[config.mk]
export PLATFORM = sky130hd
export DESIGN_NAME = sb_serializer
export DESIGN_NICKNAME = d
export VERILOG_FILES = /design/src/rtl/sb_serializer.sv
export SDC_FILE = /design/constraint.sdc
export NUM_CORES = 1
export LEC_CHECK = 0
export CAP_MARGIN = 10
export CORE_ASPECT_RATIO = 1.4
export CORE_MARGIN = 8
export CORE_UTILIZATION = 58
export CTS_BUF_LIST = sky130_fd_sc_hd__clkbuf_4 sky130_fd_sc_hd__clkbuf_8
export CTS_CLUSTER_DIAMETER = 120
export CTS_CLUSTER_SIZE = 14
export DETAILED_ROUTE_END_ITERATION = 8
export PLACE_DENSITY = 0.91
export SYNTH_ARGS = -nofsm -noshare
export SYNTH_HDL_FRONTEND = slang
export SYNTH_SLANG_ARGS = --single-unit
[constraint.sdc]
create_clock -name clk -period 7.95 [get_ports clk]
set_input_delay 1.59 -clock clk [delete_from_list [all_inputs] [get_ports clk]]
set_output_delay 1.59 -clock clk [all_outputs]
set_load 0.005 [all_outputs]
[src/rtl/sb_serializer.sv]
// ---------------------------------------------------------------------------
// sb_serializer
//
// Sideband transmit serializer. A WIDTH-bit word is taken over a valid/ready
// handshake and shifted out LSB first, one bit per clk. out_clk_en gates the
// forwarded sideband clock so the link partner sees exactly WIDTH edges per
// word. Data changes on posedge clk; the receiver samples on negedge.
//
// Optional feature macro: SB_SER_GAP_EN
//   defined   : GAP idle cycles (data 0, clock gated) follow every word.
//   undefined : the serializer returns to IDLE straight after the last bit.
//
// Ports:
//   clk        in   TX clock, all state on posedge
//   rst        in   asynchronous active-high reset
//   in_data    in   parallel word, bit 0 sent first
//   in_valid   in   in_data is valid
//   in_ready   out  serializer can accept a word (state is IDLE)
//   out_data   out  registered serial data to the pad
//   out_clk_en out  registered forwarded-clock enable, high only with data
//   busy       out  state is not IDLE
// ---------------------------------------------------------------------------
module sb_serializer #(
    parameter int WIDTH   = 128,
    parameter int GAP     = 32,
    parameter int WIDTH_W = $clog2(WIDTH)
) (
    input  logic             clk,
    input  logic             rst,
    input  logic [WIDTH-1:0] in_data,
    input  logic             in_valid,
    output logic             in_ready,
    output logic             out_data,
    output logic             out_clk_en,
    output logic             busy
);

    // Reject configurations the counters cannot represent.
    if (WIDTH < 2 || GAP < 1) begin : g_param_check
        $error("sb_serializer: WIDTH must be >= 2 and GAP must be >= 1");
    end

`ifdef SB_SER_GAP_EN
    localparam int GAP_W = $clog2(GAP + 1);
    localparam logic [GAP_W-1:0] GAP_LAST = GAP_W'(GAP - 1);

    typedef enum logic [1:0] {
        ST_IDLE  = 2'd0,
        ST_SHIFT = 2'd1,
        ST_GAP   = 2'd2
    } state_t;

    logic [GAP_W-1:0] gapcnt_q;
`else
    typedef enum logic [1:0] {
        ST_IDLE  = 2'd0,
        ST_SHIFT = 2'd1
    } state_t;
`endif

    localparam logic [WIDTH_W-1:0] BIT_LAST = WIDTH_W'(WIDTH - 1);

    state_t             state_q;
    logic [WIDTH-1:0]   shreg_q;
    logic [WIDTH_W-1:0] bitcnt_q;
    logic               out_data_q;
    logic               out_clk_en_q;

    always_ff @(posedge clk or posedge rst) begin
        if (rst) begin
            state_q      <= ST_IDLE;
            shreg_q      <= '0;
            bitcnt_q     <= '0;
            out_data_q   <= 1'b0;
            out_clk_en_q <= 1'b0;
`ifdef SB_SER_GAP_EN
            gapcnt_q     <= '0;
`endif
        end else begin
            case (state_q)
                ST_IDLE: begin
                    // Bit 0 goes out on the accept edge itself, so the shift
                    // register only needs to hold the remaining bits.
                    if (in_valid) begin
                        shreg_q      <= in_data >> 1;
                        out_data_q   <= in_data[0];
                        out_clk_en_q <= 1'b1;
                        bitcnt_q     <= '0;
                        state_q      <= ST_SHIFT;
                    end
                end
                ST_SHIFT: begin
                    // bitcnt tracks which bit is currently on the line.
                    if (bitcnt_q != BIT_LAST) begin
                        out_data_q <= shreg_q[0];
                        shreg_q    <= shreg_q >> 1;
                        bitcnt_q   <= bitcnt_q + 1'b1;
                    end else begin
                        out_data_q   <= 1'b0;
                        out_clk_en_q <= 1'b0;
                        bitcnt_q     <= '0;
`ifdef SB_SER_GAP_EN
                        gapcnt_q     <= '0;
                        state_q      <= ST_GAP;
`else
                        state_q      <= ST_IDLE;
`endif
                    end
                end
`ifdef SB_SER_GAP_EN
                ST_GAP: begin
                    if (gapcnt_q == GAP_LAST) begin
                        gapcnt_q <= '0;
                        state_q  <= ST_IDLE;
                    end else begin
                        gapcnt_q <= gapcnt_q + 1'b1;
                    end
                end
`endif
                default: begin
                    state_q      <= ST_IDLE;
                    out_data_q   <= 1'b0;
                    out_clk_en_q <= 1'b0;
                end
            endcase
        end
    end

    // Ready depends on state only, never on in_valid.
    assign in_ready   = (state_q == ST_IDLE);
    assign busy       = (state_q != ST_IDLE);
    assign out_data   = out_data_q;
    assign out_clk_en = out_clk_en_q;

endmodule

# Word-level counts from Yosys, hierarchy flattened
# Index checks and enable logic that the tools add are counted.
[word_totals]
ff_bits = 139
out_inout_bits = 4
elab_cells = 32
[op_classes]
add_sub_neg = 1
n_eq_ne = 5
n_mux = 15
n_reduce_logical = 6
[ops]
columns = ["cell", "count"]
rows = [
  ["2-to-1 mux 128 bit", 2],
  ["case mux 128 bit (2 select lines)", 1],
  ["2-to-1 mux 7 bit", 2],
  ["case mux 7 bit (2 select lines)", 1],
  ["adder 7 x 1 -> 7 bit, second input constant", 1],
  ["!= test 7 bit, second input constant", 1],
  ["!= test 2 bit, second input constant", 3],
  ["2-to-1 mux 1 bit", 4],
  ["2-to-1 mux 2 bit", 2],
  ["case mux 1 bit (2 select lines)", 2],
  ["case mux 2 bit (2 select lines)", 1],
  ["AND reduction 2 bit", 2],
  ["nonzero test 2 bit", 2],
  ["AND reduction 3 bit", 1],
  ["== test 2 x 1 -> 1 bit, second input constant", 1],
  ["zero test 2 bit", 1],
]

# Longest topological paths before layout
[depth]
word_depth = 3
mapped_depth = 7
ltp_nobuf = 4

# Least setup slack after synthesis
# No wires, ideal clock.
[synth_path]
path_kind = "input to register"
start = "input in_valid"
end = "register shreg_q[25]"
arrival_ps = 2416
slack_ps = 5404
path_stages = 6
n_path_buf = 3
cell_sequence = "nor2b_1 buf_2 buf_2 buf_2 a22oi_1 nand3_1"
[synth_between]
elab_chain_len = 2
[synth_lines]
columns = ["element", "line", "source"]
rows = [
  ["start, declared", "31", "input logic in_valid,"],
  ["!= test 2 bit (no source line)", "n/a", ""],
  ["AND reduction 3 bit (no source line)", "n/a", ""],
  ["end signal, assigned", "85", "shreg_q <= in_data >> 1;"],
  ["end signal, assigned", "96", "shreg_q <= shreg_q >> 1;"],
  ["end, declared", "64", "logic [WIDTH-1:0] shreg_q;"],
]
# Every way passes these cells.
# A chain may end at the register's enable or synchronous reset.

# Worst setup path after layout
[layout_path]
start = "input in_valid"
end = "register shreg_q[75]"
# Same word-level chain as after synthesis.

==> flow_summary.ini <==
[synth]
synth_commonest_cells = dfrtp_1, nand2b_1, o221a_1
ys.flop_type = dfrtp_1
synth_area_mm2 = 0.00680
synthesis.yosys.warnings = 0
synth_seq_cells = 136
synth_top_cell_by_area = dfrtp_1
mappedNetlistNets = 756
syn_inst = 624
synth_area_leaders = dfrtp_1, o221a_1, o211ai_1, nand2b_1, a22oi_1
synth_area_per_cell_um2 = 10.9
synth_edf_count = 0
yosys.area.top_type_share_pct = 50.0
synth.distinct_cells = 34
synth_most_common_cell = dfrtp_1
ys_seq_area_share_pct = 50.0
async_flop_share_pct = 100

[route]
viasPerCell = 6.73
routed_wl_um = 18200
dr.first_iter.drc_count = 497
drt.antenna.violating_nets = 0
via_count = 5846
dr.pass1.iters = 7
wl_per_cell_um = 21.0
drc = 0

[status]
run_status = finished, final reports clean

[die]
rows = 47
die-area_mm2 = 0.0155
start_util_pct = 58.4
die_height_um = 144
dieWidth_um = 108
io_pins = 135
core_area_mm2 = 0.0116

[timing]
max_freq_mhz = 274
hold_viol = 0
relSlewSlack_pct = 21.1
fin_crit_sh_pct = 45.9
slew_violations = 0
rsz0062_at_grt = false
final-setup-viol-count = 0
fin_crit_ns = 3.65
worst_pin_slew_ns = 1.18
finalSetupTns_ns = 0
finClkSkew_ns = 0.0133

[place]
portBuffers = 134
place.detailed.hpwl_um = 11000
gp_congestion = 0.782

[grt]
grt_pass1_vias = 5830
antenna_found_initial = 1
grt_use_total_pct = 23.5
grt_max_degree = 82
grt.overflow.total = 0
grt_pass1_wl_um = 29300

[cells_and_area]
layout-drive-gt1-share_pct = 6.93
nFillCells = 762
syn_to_final_growth_pct = 24.7
finalNetCount = 840
postLayoutCoreUtil_pct = 72.9

[clocking]
cts.root.buffer_cell = clkbuf_8
cts_sinks = 136
h-tree-depth = 4
post_cts_buffers = 0
cts_tree = built
clockBufferDepth = 2
ctsHoldBuffers = 0
cts_resized = 0
path_clk_slew_ns = 0.08
clock_latency_ns = 0.44
cts-buffers-inserted = 17

[pwr]
seqPwrFrac_pct = 49.6
powerDensity_mw_per_mm2 = 289
switchingPower_uw = 786
combPwrFrac_pct = 24.9
swShare_pct = 32.0
irDropWorstVdd_mv = 0.187
clkPwrFrac_pct = 25.4
p_leak_uw = 0.00313
intPower_uw = 1670

[setup_path]
crit_path_max_fanout = 64
crit_arrival_ns = 4.01
startpoint_type = primary input
required_ns = 8.31
crit_path_end_kind = register
worst-setup-path-type = primary input to register

[min_path]
hp-class = register to register

[job]
drv_cap = 0
==> per-layer routing <==
layer	global-route usage [%]	wire length, um	vias up
met4	7.55	306	0
met2	37.0	9070	281
li1	-	-	2631
met5	0	0	-
met3	6.42	1370	27
met1	30.5	7470	2907
==> registers in the layout (all words and copies together), names as in the netlist <==
| register | flops |
|---|---|
| state_q | 1 |
| shreg_q | 127 |
| out_data | 1 |
| bitcnt_q | 7 |
==> cell families (layout without fill, tap and decap cells) <==
family                   Yosys count  in the layout  synth area share, %
other                              0              1                    0
flip-flops                       136            136                 50.0
multiplexers                       3              3                0.441
AO/OA/AOI/OAI                    201            201                 26.0
AND/OR/NAND/NOR                  202            202                 17.3
adder cells (fa/ha/maj)            1              1                0.184
buffers and inverters             81            178                 6.07
==> critical path, cell delays in order <==
cell and delay [ns]:
clkdlybuf4s50_1 0.64, nor2_4 0.04, buf_4 0.35, a31oi_4 0.46
buf_4 0.55, o221a_1 0.32
==> stage by stage <==
stage	instance area [um2]	instances	setup WS, ns	power [uW]	hold slack [ns]
floorplan	6800	624	2.72	1610	0.485
global placement	8020	835	3.53	1770	0.511
detailed placement	8020	835	3.42	1820	0.518
CTS	8450	867	3.88	2460	0.538
finish	8480	869	4.30	2450	0.536
global route	8480	869	4.19	2590	0.560
==> power by group through the flow <==
stage	combinational [uW]	sequential, uW	clock, uW
after floorplan	474	1140	0
after global placement	580	1190	0
after detailed placement	608	1210	0
after CTS	617	1210	635
after global routing	672	1250	664
final	612	1220	624
==> final timing paths <==
path / cells after the start / endpoint / slack, ns / from
max: 6 / shreg_q[75] / 4.30 / in_valid
min: 2 / shreg_q[7] / 0.54 / shreg_q[7]
max reg2reg: 4 / shreg_q[75] / 5.03 / bitcnt_q[3]
min reg2reg: 2 / shreg_q[7] / 0.54 / shreg_q[7]
max in group asynchronous: 3 / state_q[0] / 5.01 / rst
min in group asynchronous: 2 / shreg_q[96] / 1.67 / rst
==> cells in the final DEF (no fill, tap or decap), types with 3 or more instances in the layout <==
| master | n |
|---|---|
| a22oi_1 | 57 |
| inv_1 | 3 |
| nand4_1 | 59 |
| mux2i_1 | 3 |
| nand2_1 | 8 |
| o211ai_1 | 58 |
| clkinvlp_4 | 3 |
| nand3_1 | 57 |
| o221a_1 | 69 |
| buf_4 | 7 |
| nand2b_1 | 69 |
| clkbuf_8 | 17 |
| bufinv_16 | 4 |
| o21ai_0 | 3 |
| dfrtp_1 | 135 |
| clkdlybuf4s50_1 | 134 |
| inv_6 | 4 |
==> cell type report <==
type / instances / area (um2) / share of cell area (%)
well taps: 147 / 184 / 2.17
clock buffers: 18 / 241 / 2.85
repair buffers: 142 / 1420 / 16.8
diodes: 1 / 2.50 / 0.0295
inverters: 4 / 20.0 / 0.236
clock inverters: 14 / 196 / 2.32
flip-flops and latches: 136 / 3410 / 40.2
multi-input cells: 407 / 3010 / 35.5
Note: power is estimated with default switching activity, not from simulation.
